===== config.mk =====
export PLATFORM = sky130hd
export DESIGN_NAME = apb_slave_regfile
export DESIGN_NICKNAME = d
export VERILOG_FILES = /design/src/rtl/apb_slave_regfile_pkg.sv /design/src/rtl/apb_slave_regfile.sv
export SDC_FILE = /design/constraint.sdc
export NUM_CORES = 1
export LEC_CHECK = 0
export BUFFER_PORTS_ARGS = -buffer_cell sky130_fd_sc_hd__buf_2
export CORE_MARGIN = 4
export CORE_UTILIZATION = 45
export CTS_CLUSTER_SIZE = 40
export DETAILED_ROUTE_END_ITERATION = 8
export HOLD_SLACK_MARGIN = 0.1
export MAX_ROUTING_LAYER = met4
export SLEW_MARGIN = 20
export SYNTH_ARGS = -nofsm -noshare
export SYNTH_HDL_FRONTEND = slang
export SYNTH_SLANG_ARGS = --single-unit

===== constraint.sdc =====
create_clock -name pclk -period 2.85 [get_ports pclk]
set_input_delay 0.57 -clock pclk [delete_from_list [all_inputs] [get_ports pclk]]
set_output_delay 0.57 -clock pclk [all_outputs]
set_load 0.02 [all_outputs]

===== src/rtl/apb_slave_regfile_pkg.sv =====
// apb_slave_regfile_pkg: shared APB/AHB bus defines and regfile FSM state encodings
`ifndef APB_DEFINES_SVH
`define APB_DEFINES_SVH
`define PADDR_WIDTH 32
`define APB_DATA_WIDTH 32
`define IDLE 2'b00
`define BUSY 2'b01
`define APB_S_IDLE 1'b0
`define APB_S_ACCESS 1'b1
`endif

package apb_slave_regfile_pkg;
  localparam logic [0:0] S_IDLE = `APB_S_IDLE;
  localparam logic [0:0] S_ACCESS = `APB_S_ACCESS;
endpackage


===== src/rtl/apb_slave_regfile.sv =====
// apb_slave_regfile: APB responder with NUM_REGS word registers, wait states and decode errors
module apb_slave_regfile
  import apb_slave_regfile_pkg::*;
#(
  parameter int NUM_REGS = 8,
  parameter int WAIT_CYCLES = 1,
  parameter logic [63:0] RO_MASK = 64'h80,
  parameter logic [31:0] ID_VALUE = 32'hA5B2_0001
) (
  input  logic                       pclk,
  input  logic                       preset,
  input  logic                       psel_x,
  input  logic                       penable,
  input  logic                       pwrite,
  input  logic [`PADDR_WIDTH-1:0]    paddr,
  input  logic [`APB_DATA_WIDTH-1:0] pwdata,
  output logic [`APB_DATA_WIDTH-1:0] prdata_x,
  output logic                       pready_x,
  output logic                       pslverr_x,
  output logic [31:0]                ctrl_q
);
  localparam int IW = $clog2(NUM_REGS);
  logic [0:0] state;
  logic [3:0] cnt;
  logic w_q, err_q;
  logic [IW-1:0] idx_q;
  logic [31:0] wdata_q;
  logic [31:0] regs [NUM_REGS];
  logic [IW-1:0] idx;
  logic dec_err;
  logic [31:0] rd;
  // any address bit above the register window counts as out of range
  assign idx = paddr[2 +: IW];
  assign dec_err = (|paddr[1:0]) || (|(paddr >> (IW + 2))) || (pwrite && RO_MASK[idx]);
  assign rd = RO_MASK[idx_q] ? ID_VALUE : regs[idx_q];
  assign pready_x = (state == S_ACCESS) && (cnt == 4'd0);
  assign pslverr_x = pready_x && err_q;
  assign prdata_x = (pready_x && !w_q && !err_q) ? rd : '0;
  assign ctrl_q = regs[0];
  always_ff @(posedge pclk) begin
    if (preset) begin
      state <= S_IDLE;
      cnt <= '0;
      w_q <= 1'b0;
      err_q <= 1'b0;
      idx_q <= '0;
      wdata_q <= '0;
      for (int i = 0; i < NUM_REGS; i++) regs[i] <= '0;
    end else if (state == S_IDLE) begin
      if (psel_x && !penable) begin
        state <= S_ACCESS;
        cnt <= 4'(WAIT_CYCLES);
        w_q <= pwrite;
        err_q <= dec_err;
        idx_q <= idx;
        wdata_q <= pwdata;
      end
    end else if (!psel_x) begin
      state <= S_IDLE;
    end else if (penable) begin
      if (cnt != 4'd0) cnt <= cnt - 4'd1;
      else begin
        state <= S_IDLE;
        if (w_q && !err_q) regs[idx_q] <= wdata_q;
      end
    end
  end
endmodule


### After elaboration in Yosys (flattened, before gate mapping)

Memory sizes are Yosys's and may differ from the RTL's. A register that Yosys moved wholly into a read port is not among the register bits.
Index checks and enable logic that the tools add are counted.
Widths: inputs -> output; s select.

* add/sub/neg operators: 1
* multiply operators: 0
* div/mod/pow operators: 0
* magnitude comparators: 2
* equal/unequal tests: 3
* shift operators: 0
* mux-type cells: 30
* bitwise operators: 1
* reductions and logical operators: 20

Operator list (count)
* $mux 32: 3
* $reduce_or 32->1: 1
* $reduce_or 27->1: 1
* $mux 4: 5
* $mux 1: 17
* $mux 3: 5
* $lt 3x7->1 const B: 2
* $logic_and 1x1->1: 7
* $logic_not 4->1: 1
* $ne 2x2->1 const B: 2
* $reduce_and 4->1: 1
* $reduce_bool 4->1: 1
* $sub 4x1->4 const B: 1
* $logic_not 1->1: 3
* $logic_or 1x1->1: 2
* $ne 2x1->1 const B: 1
* $reduce_and 2->1: 1
* $reduce_bool 2->1: 1
* $reduce_or 2->1: 1
* $not 1->1: 1

* register bits: 42
* latch bits: 0
* memory bits (writable): 256
* memory bits (read-only): 16
* input bits: 69
* output and inout port bits: 66
* word-level logic and storage cells: 66
* memories kept: 3

Memories
* regs: words 8, width 32, rd ports 2, clocked after memory_dff 1, write ports 8, RTL line apb_slave_regfile.sv:28 `logic [31:0] regs [NUM_REGS];`
* (name not given): words 8, width 1, rd ports 1, clocked after memory_dff 1, write ports 0, RTL line apb_slave_regfile.sv:35 `assign rd = RO_MASK[idx_q] ? ID_VALUE : regs[idx_q];`
* (name not given): words 8, width 1, rd ports 1, clocked after memory_dff 0, write ports 0, RTL line apb_slave_regfile.sv:34 `assign dec_err = (|paddr[1:0]) || (|(paddr >> (IW + 2))) || (pwrite && RO_MASK[idx]);`

### Depth between registers and ports, before layout

Gate-level depths: netlist of the first run.

* word-level depth: 11
* mapped depth: 8
* gate-level depth less buffers: 6

### Least setup slack after synthesis of the first run

OpenSTA, ideal clock, no wires.

* kind: reg2out
* start point: register cnt[0]
* end point: output port prdata_x[10]
* arrival: 1.759 ns
* required time: 2.280 ns
* path slack: 0.521 ns
* stages on the path, launching flop included: 9
* path buffers: 2
* cells stage by stage: dfxtp_1 > inv_1 > ha_1 > nor3b_4 > and3b_1 > buf_2 > nand2b_1 > buf_2 > nor2_1

* cells in the longest elaborated chain, start to end: 5

RTL lines
* start, declared: RTL line apb_slave_regfile.sv:24 `logic [3:0] cnt;`
* start signal, assigned: RTL line apb_slave_regfile.sv:52 `cnt <= 4'(WAIT_CYCLES);`
* start signal, assigned: RTL line apb_slave_regfile.sv:61 `if (cnt != 4'd0) cnt <= cnt - 4'd1;`
* $logic_not 4->1: RTL line apb_slave_regfile.sv:36 `assign pready_x = (state == S_ACCESS) && (cnt == 4'd0);`
* $logic_and 1x1->1: RTL line apb_slave_regfile.sv:36
* $logic_and 1x1->1 (2 in a row): RTL line apb_slave_regfile.sv:38 `assign prdata_x = (pready_x && !w_q && !err_q) ? rd : '0;`
* $mux 32: RTL line apb_slave_regfile.sv:38
* end, declared: RTL line apb_slave_regfile.sv:17 `` output logic [`APB_DATA_WIDTH-1:0] prdata_x, ``

No other way between the ends.

==> results of run 1 <==
==> power by group through the flow <==
stage	registers, mW	logic, mW	clock network [mW]
6_report	5.02	0.635	4.42
3_3_place_gp	5.12	0.608	0
2_1_floorplan	5.09	0.357	0
4_1_cts	5.02	0.623	4.50
5_1_grt	5.04	0.687	4.67
3_5_place_dp	5.12	0.616	0
==> registers in the layout, indices dropped and copies added, names as in the netlist, named ones only <==
name and flops:
regs 256, wdata_q 32, cnt 4, idx_q 3, err_q 1, state 1, w_q 1
==> logic make-up after synthesis <==
family,after synthesis,synth area share (%)
adders and majority gates,1,0.0934
DFF,302,64.3
muxes,96,12.3
and+or+nand+nor,418,17.8
buffers and inverters,68,2.58
AOI/OAI and AO/OA,64,2.77
xor gates and xnor gates,3,0.196
==> layout make-up <==
type	count	area share (%)
Multi-Input combinational cell	582	27.9
Tap cell	384	3.00
Inverter	5	0.117
Clock inverter	11	0.790
Clock buffer	50	6.34
Sequential cell	302	53.9
Timing Repair Buffer	194	7.97
==> metrics by stage <==
stage / util [%] / setup TNS, ps / hold slack (ps) / instances
after CTS: 54.7 / 0 / 274 / 1515
after detailed placement: 50.7 / 0 / 465 / 1452
after global routing: 55.1 / -69.0 / 293 / 1528
after floorplan: - / 0 / 441 / 952
final: 55.1 / 0 / 299 / 1528
after global placement: 50.7 / 0 / 464 / 1452
==> worst paths after layout <==
kind | start | end | slack (ps) | depth (start not counted)
worst max-delay path | register | prdata_x[0] | 40 | 5
worst min-delay path | pwdata[21] | wdata_q[21] | 300 | 3
worst max register to register | cnt[0] | regs[4][18] | 560 | 8
worst min register to register | w_q | w_q | 470 | 2
==> placed cells by master, fill, tap and decap left out, types with 24 or more instances in the layout <==
cell type	instances
edfxtp_1	256
nor2_1	24
mux4_2	55
mux2i_1	41
a21oi_1	41
and2_1	256
nand2_1	76
buf_4	54
buf_2	127
dfxtp_1	42
clkbuf_16	37
==> what timing repair did <==
| action | in CTS | in global routing |
|---|---|---|
| resized for setup | 0 | 14 |
| setup buffers | 2 | 13 |
| endpoints found under the setup margin | 20 | 31 |
==> worst min-delay path, delay by kind of cell <==
kind	cells	cell delay, ps
buffers and inverters	1	90
AO/OA/AOI/OAI	1	50
AND/OR/NAND/NOR	1	40
==> per-layer routing <==
metal | share of wire [%] | vias to the layer above
met3 | 4.4 | 36
met1 | 46 | 4027
met2 | 48 | 215
met5 | 0 | -
li1 | - | 3769
met4 | 1.3 | 0
==> impl_metrics.json, run 1 <==
{
  "crit_chain": "buf_4 -> mux4_2 -> nor2b_1 -> o31a_1 -> buf_2",
  "num-fill-cells": 2482,
  "synth_cell_types": 40,
  "drt_iter0_markers": 582,
  "cts.sinks": 302,
  "sequentialPowerShare_pct": 49.9,
  "syn_nets": 1022,
  "synth_area_per_cell_um2": 14.1,
  "timing.fmax_ghz": 0.356,
  "ant_nets": 0,
  "finalSetupViolCount": 0,
  "vias_per_cell": 5.27,
  "p_total_mw": 10.1,
  "synthArstFlopShare_pct": 0,
  "clockPowerShare_pct": 43.8,
  "antenna_cells": 0,
  "rsz0062_at_grt": "true",
  "cpMaxStageDelayCell": "mux4_2",
  "grtUsageMet3_pct": 2.83,
  "met1_usage_pct": 29.0,
  "worst_pin_slew_ps": 649,
  "totalWireLength_um": 33200,
  "crit_required_ps": 2280,
  "p_int_mw": 7.94,
  "maxCapViolCount": 0,
  "slew-limit-headroom_pct": 56.7,
  "vias": 8047,
  "cts_tree": "done",
  "initial_core_util_pct": 46.1,
  "ys_ff_latch": 302,
  "cp-start-kind": "register",
  "grt_pass1_vias": 8400,
  "yosys-top-cells-count": "and2_1, edfxtp_1, nand2_1, mux4_2, dfxtp_1",
  "synth_area_leaders": "edfxtp_1, and2_1, mux4_2, dfxtp_1, mux2i_1",
  "p_comb_share_pct": 6.3,
  "clkTransAtPathRegs_ps": 60,
  "cts_made_buffers": 34,
  "ios": 135,
  "finalHoldViolations": 0,
  "peakVddDrop_uv": 368,
  "dr.pass1.iters": 4,
  "fp.dieH_um": 180,
  "core.rowCount": 62,
  "dp_hpwl_um": 20200,
  "yosysTopAreaCell": "edfxtp_1",
  "post-place-ws_ps": 372,
  "ys.flop_type": "edfxtp_1",
  "portBuffers": 134,
  "power_leakage_nw": 6.02,
  "fin_crit_ps": 2810,
  "synth_top_area_share_pct": 57.4,
  "grt_pass1_wl_um": 50500,
  "drc_errors": 0,
  "crit_type": "reg -> out",
  "wl_per_cell_um": 21.7,
  "path_buf_inv": 2,
  "crit_fanout": 5,
  "drive_above_1_share_pct": 28.3,
  "synth_edf_count": 256,
  "clock_path_buffers": 3,
  "placed_cell_area_um2": 14700,
  "final_nets": 1189,
  "finClkSkew_ps": 14.9,
  "grt.total_usage_pct": 20.8,
  "grt_max_degree": 54,
  "finalCritPeriodShare_pct": 98.5,
  "multiInputGateArea_um2": 4470,
  "netlist_instances": 952,
  "clk_latency_ps": 510,
  "routabilityCongestion": 0.752,
  "top_usage_layer": "met2",
  "register_area_um2": 8620,
  "syn_area_um2": 13400,
  "core_um2": 29000,
  "cp_top_family": "multiplexers",
  "end_kind": "output pin",
  "postCtsHoldBufs": 0,
  "final-max-slew-violation-count": 0,
  "fp.dieW_um": 180,
  "fin_area_um2": 16000,
  "clock-root-buffer": "clkbuf_16",
  "grt.met2_usage_pct": 33.6,
  "dieArea_um2": 32600,
  "hold_class": "in -> reg",
  "max_stage_delay_ps": 470,
  "switching_power_mw": 2.13,
  "finalWorstSetupSlack_ps": 43.5,
  "sw_frac_of_total_pct": 21.1,
  "antenna_found_initial": 0,
  "area_growth_pct": 19.5,
  "cts-htree-levels": 2,
  "yosys_warnings": 0,
  "cp.arrival_ps": 2240,
  "status": "finished clean",
  "seq_area_frac_synth_pct": 64.3,
  "grt-ovfl-total": 0,
  "power_density_nw_per_um2": 630
}
No activity file was read; power rests on OpenSTA's default activity.
==> run 2, diff against run 1 <==
- CELL_PAD_IN_SITES_DETAIL_PLACEMENT: unset -> 1
- CELL_PAD_IN_SITES_GLOBAL_PLACEMENT: unset -> 1
- PLACE_DENSITY_LB_ADDON: unset -> 0.1
==> impl_metrics.json, run 2 (synthesis results as in run 1) <==
{
  "layout_common_cells": "and2_1, edfxtp_1, buf_2",
  "slew-limit-headroom_pct": 55.6,
  "grt_max_degree": 54,
  "placed_cell_area_um2": 14700,
  "dr.pass1.iters": 5,
  "cpMaxStageDelayCell": "mux4_2",
  "crit_type": "reg -> out",
  "clkTransAtPathRegs_ps": 60,
  "holdWs_ps": 305,
  "drive_above_1_share_pct": 28.5,
  "initial_core_util_pct": 46.1,
  "core_um2": 29000,
  "power_leakage_nw": 6.00,
  "drt_iter0_markers": 485,
  "fp.dieH_um": 180,
  "grt_pass1_wl_um": 55000,
  "cts_tree": "done",
  "cp.arrival_ps": 2230,
  "final_nets": 1185,
  "portBuffers": 134,
  "clk_latency_ps": 500,
  "met1_usage_pct": 29.4,
  "path_buf_inv": 2,
  "finClkSkew_ps": 14.4,
  "vias": 8177,
  "status": "finished clean",
  "vias_per_cell": 5.37,
  "end_kind": "output pin",
  "rsz0062_at_grt": "true",
  "grt_pass1_vias": 9094,
  "max_stage_delay_ps": 520,
  "antenna_cells": 0,
  "top_usage_layer": "met2",
  "crit_required_ps": 2280,
  "totalWireLength_um": 35300,
  "finalCritPeriodShare_pct": 98.1,
  "final-max-slew-violation-count": 0,
  "ios": 135,
  "peakVddDrop_uv": 372,
  "antenna_found_initial": 0,
  "hold_class": "in -> reg",
  "largest_reg_flops": 256,
  "maxCapViolCount": 0,
  "fin_area_um2": 16000,
  "grt-ovfl-total": 0,
  "core.rowCount": 62,
  "ant_nets": 0,
  "grt.met2_usage_pct": 38.1,
  "grtUsageMet3_pct": 4.06,
  "grt.total_usage_pct": 22.6,
  "crit_fanout": 10,
  "dp_hpwl_um": 22200,
  "clock-root-buffer": "clkbuf_16",
  "dieArea_um2": 32600,
  "routabilityCongestion": 0.742,
  "cts_made_buffers": 34,
  "reg.largest.list": "regs: 256 flops, wdata_q: 32 flops, cnt: 4 flops",
  "area_growth_pct": 19.5,
  "finalWorstSetupSlack_ps": 54.7,
  "cts.sinks": 302,
  "clock_path_buffers": 3,
  "drc_errors": 0,
  "fp.dieW_um": 180,
  "top_register": "regs",
  "finalHoldViolations": 0,
  "worst_pin_slew_ps": 666,
  "postCtsHoldBufs": 0,
  "post-place-ws_ps": 386,
  "cp_top_family": "multiplexers",
  "power_density_nw_per_um2": 623,
  "crit_chain": "buf_12 -> mux4_2 -> nor2b_1 -> o31a_1 -> buf_2",
  "cp-start-kind": "register",
  "fin_crit_ps": 2800,
  "cts-htree-levels": 2,
  "timing.fmax_ghz": 0.358,
  "finalSetupViolCount": 0,
  "wl_per_cell_um": 23.2
}
## run 2: path summary, 6_finish.rpt
kind	from	to	slack [ps]	cells after the start
max	register	prdata_x[17]	50	5
min	pwdata[3]	wdata_q[3]	300	3
max reg2reg	cnt[0]	regs[3][13]	430	8
min reg2reg	w_q	w_q	470	2
## run 2: cell type report
class / count / area, um^2
Inverter: 5 / 18.8
Clock inverter: 17 / 193
Tap cell: 384 / 480
Sequential cell: 302 / 8610
Fill cell: 2899 / 13000
Timing Repair Buffer: 190 / 1290
Clock buffer: 42 / 902
Multi-Input combinational cell: 582 / 4500
## run 2: where the power goes
group / switching (mW) / total, mW / internal [mW]
combinational: 0.367 / 0.652 / 0.285
sequential: 0.0988 / 5.03 / 4.93
clock: 1.68 / 4.30 / 2.61
## run 2: worst min-delay path, stage by stage
cell and delay (ps):
buf_2 90, nand2_1 40, a21oi_1 50
## run 2: routing by layer
metal	routed length, um	vias up
met3	1630	36
met4	498	0
met5	0	-
met2	17900	193
li1	-	3755
met1	15300	4193
## run 2: timing repair
| item | 4_1_cts | 5_1_grt |
|---|---|---|
| setup buffers | 7 | 2 |
| gates cloned | 1 | 0 |
| pin swaps | 0 | 1 |
| setup endpoints to repair | 31 | 24 |
| gates resized for setup | 2 | 17 |
## run 2: metrics by stage
stage          TNS [ps]  cells  power [mW]  utilization (%)
2_1_floorplan         0    952        5.45                -
5_1_grt           -97.2   1522        10.3             55.1
6_report              0   1522        9.97             55.1
4_1_cts               0   1520        10.1             54.9
3_3_place_gp          0   1453        5.73             50.7
3_5_place_dp          0   1453        5.75             50.7
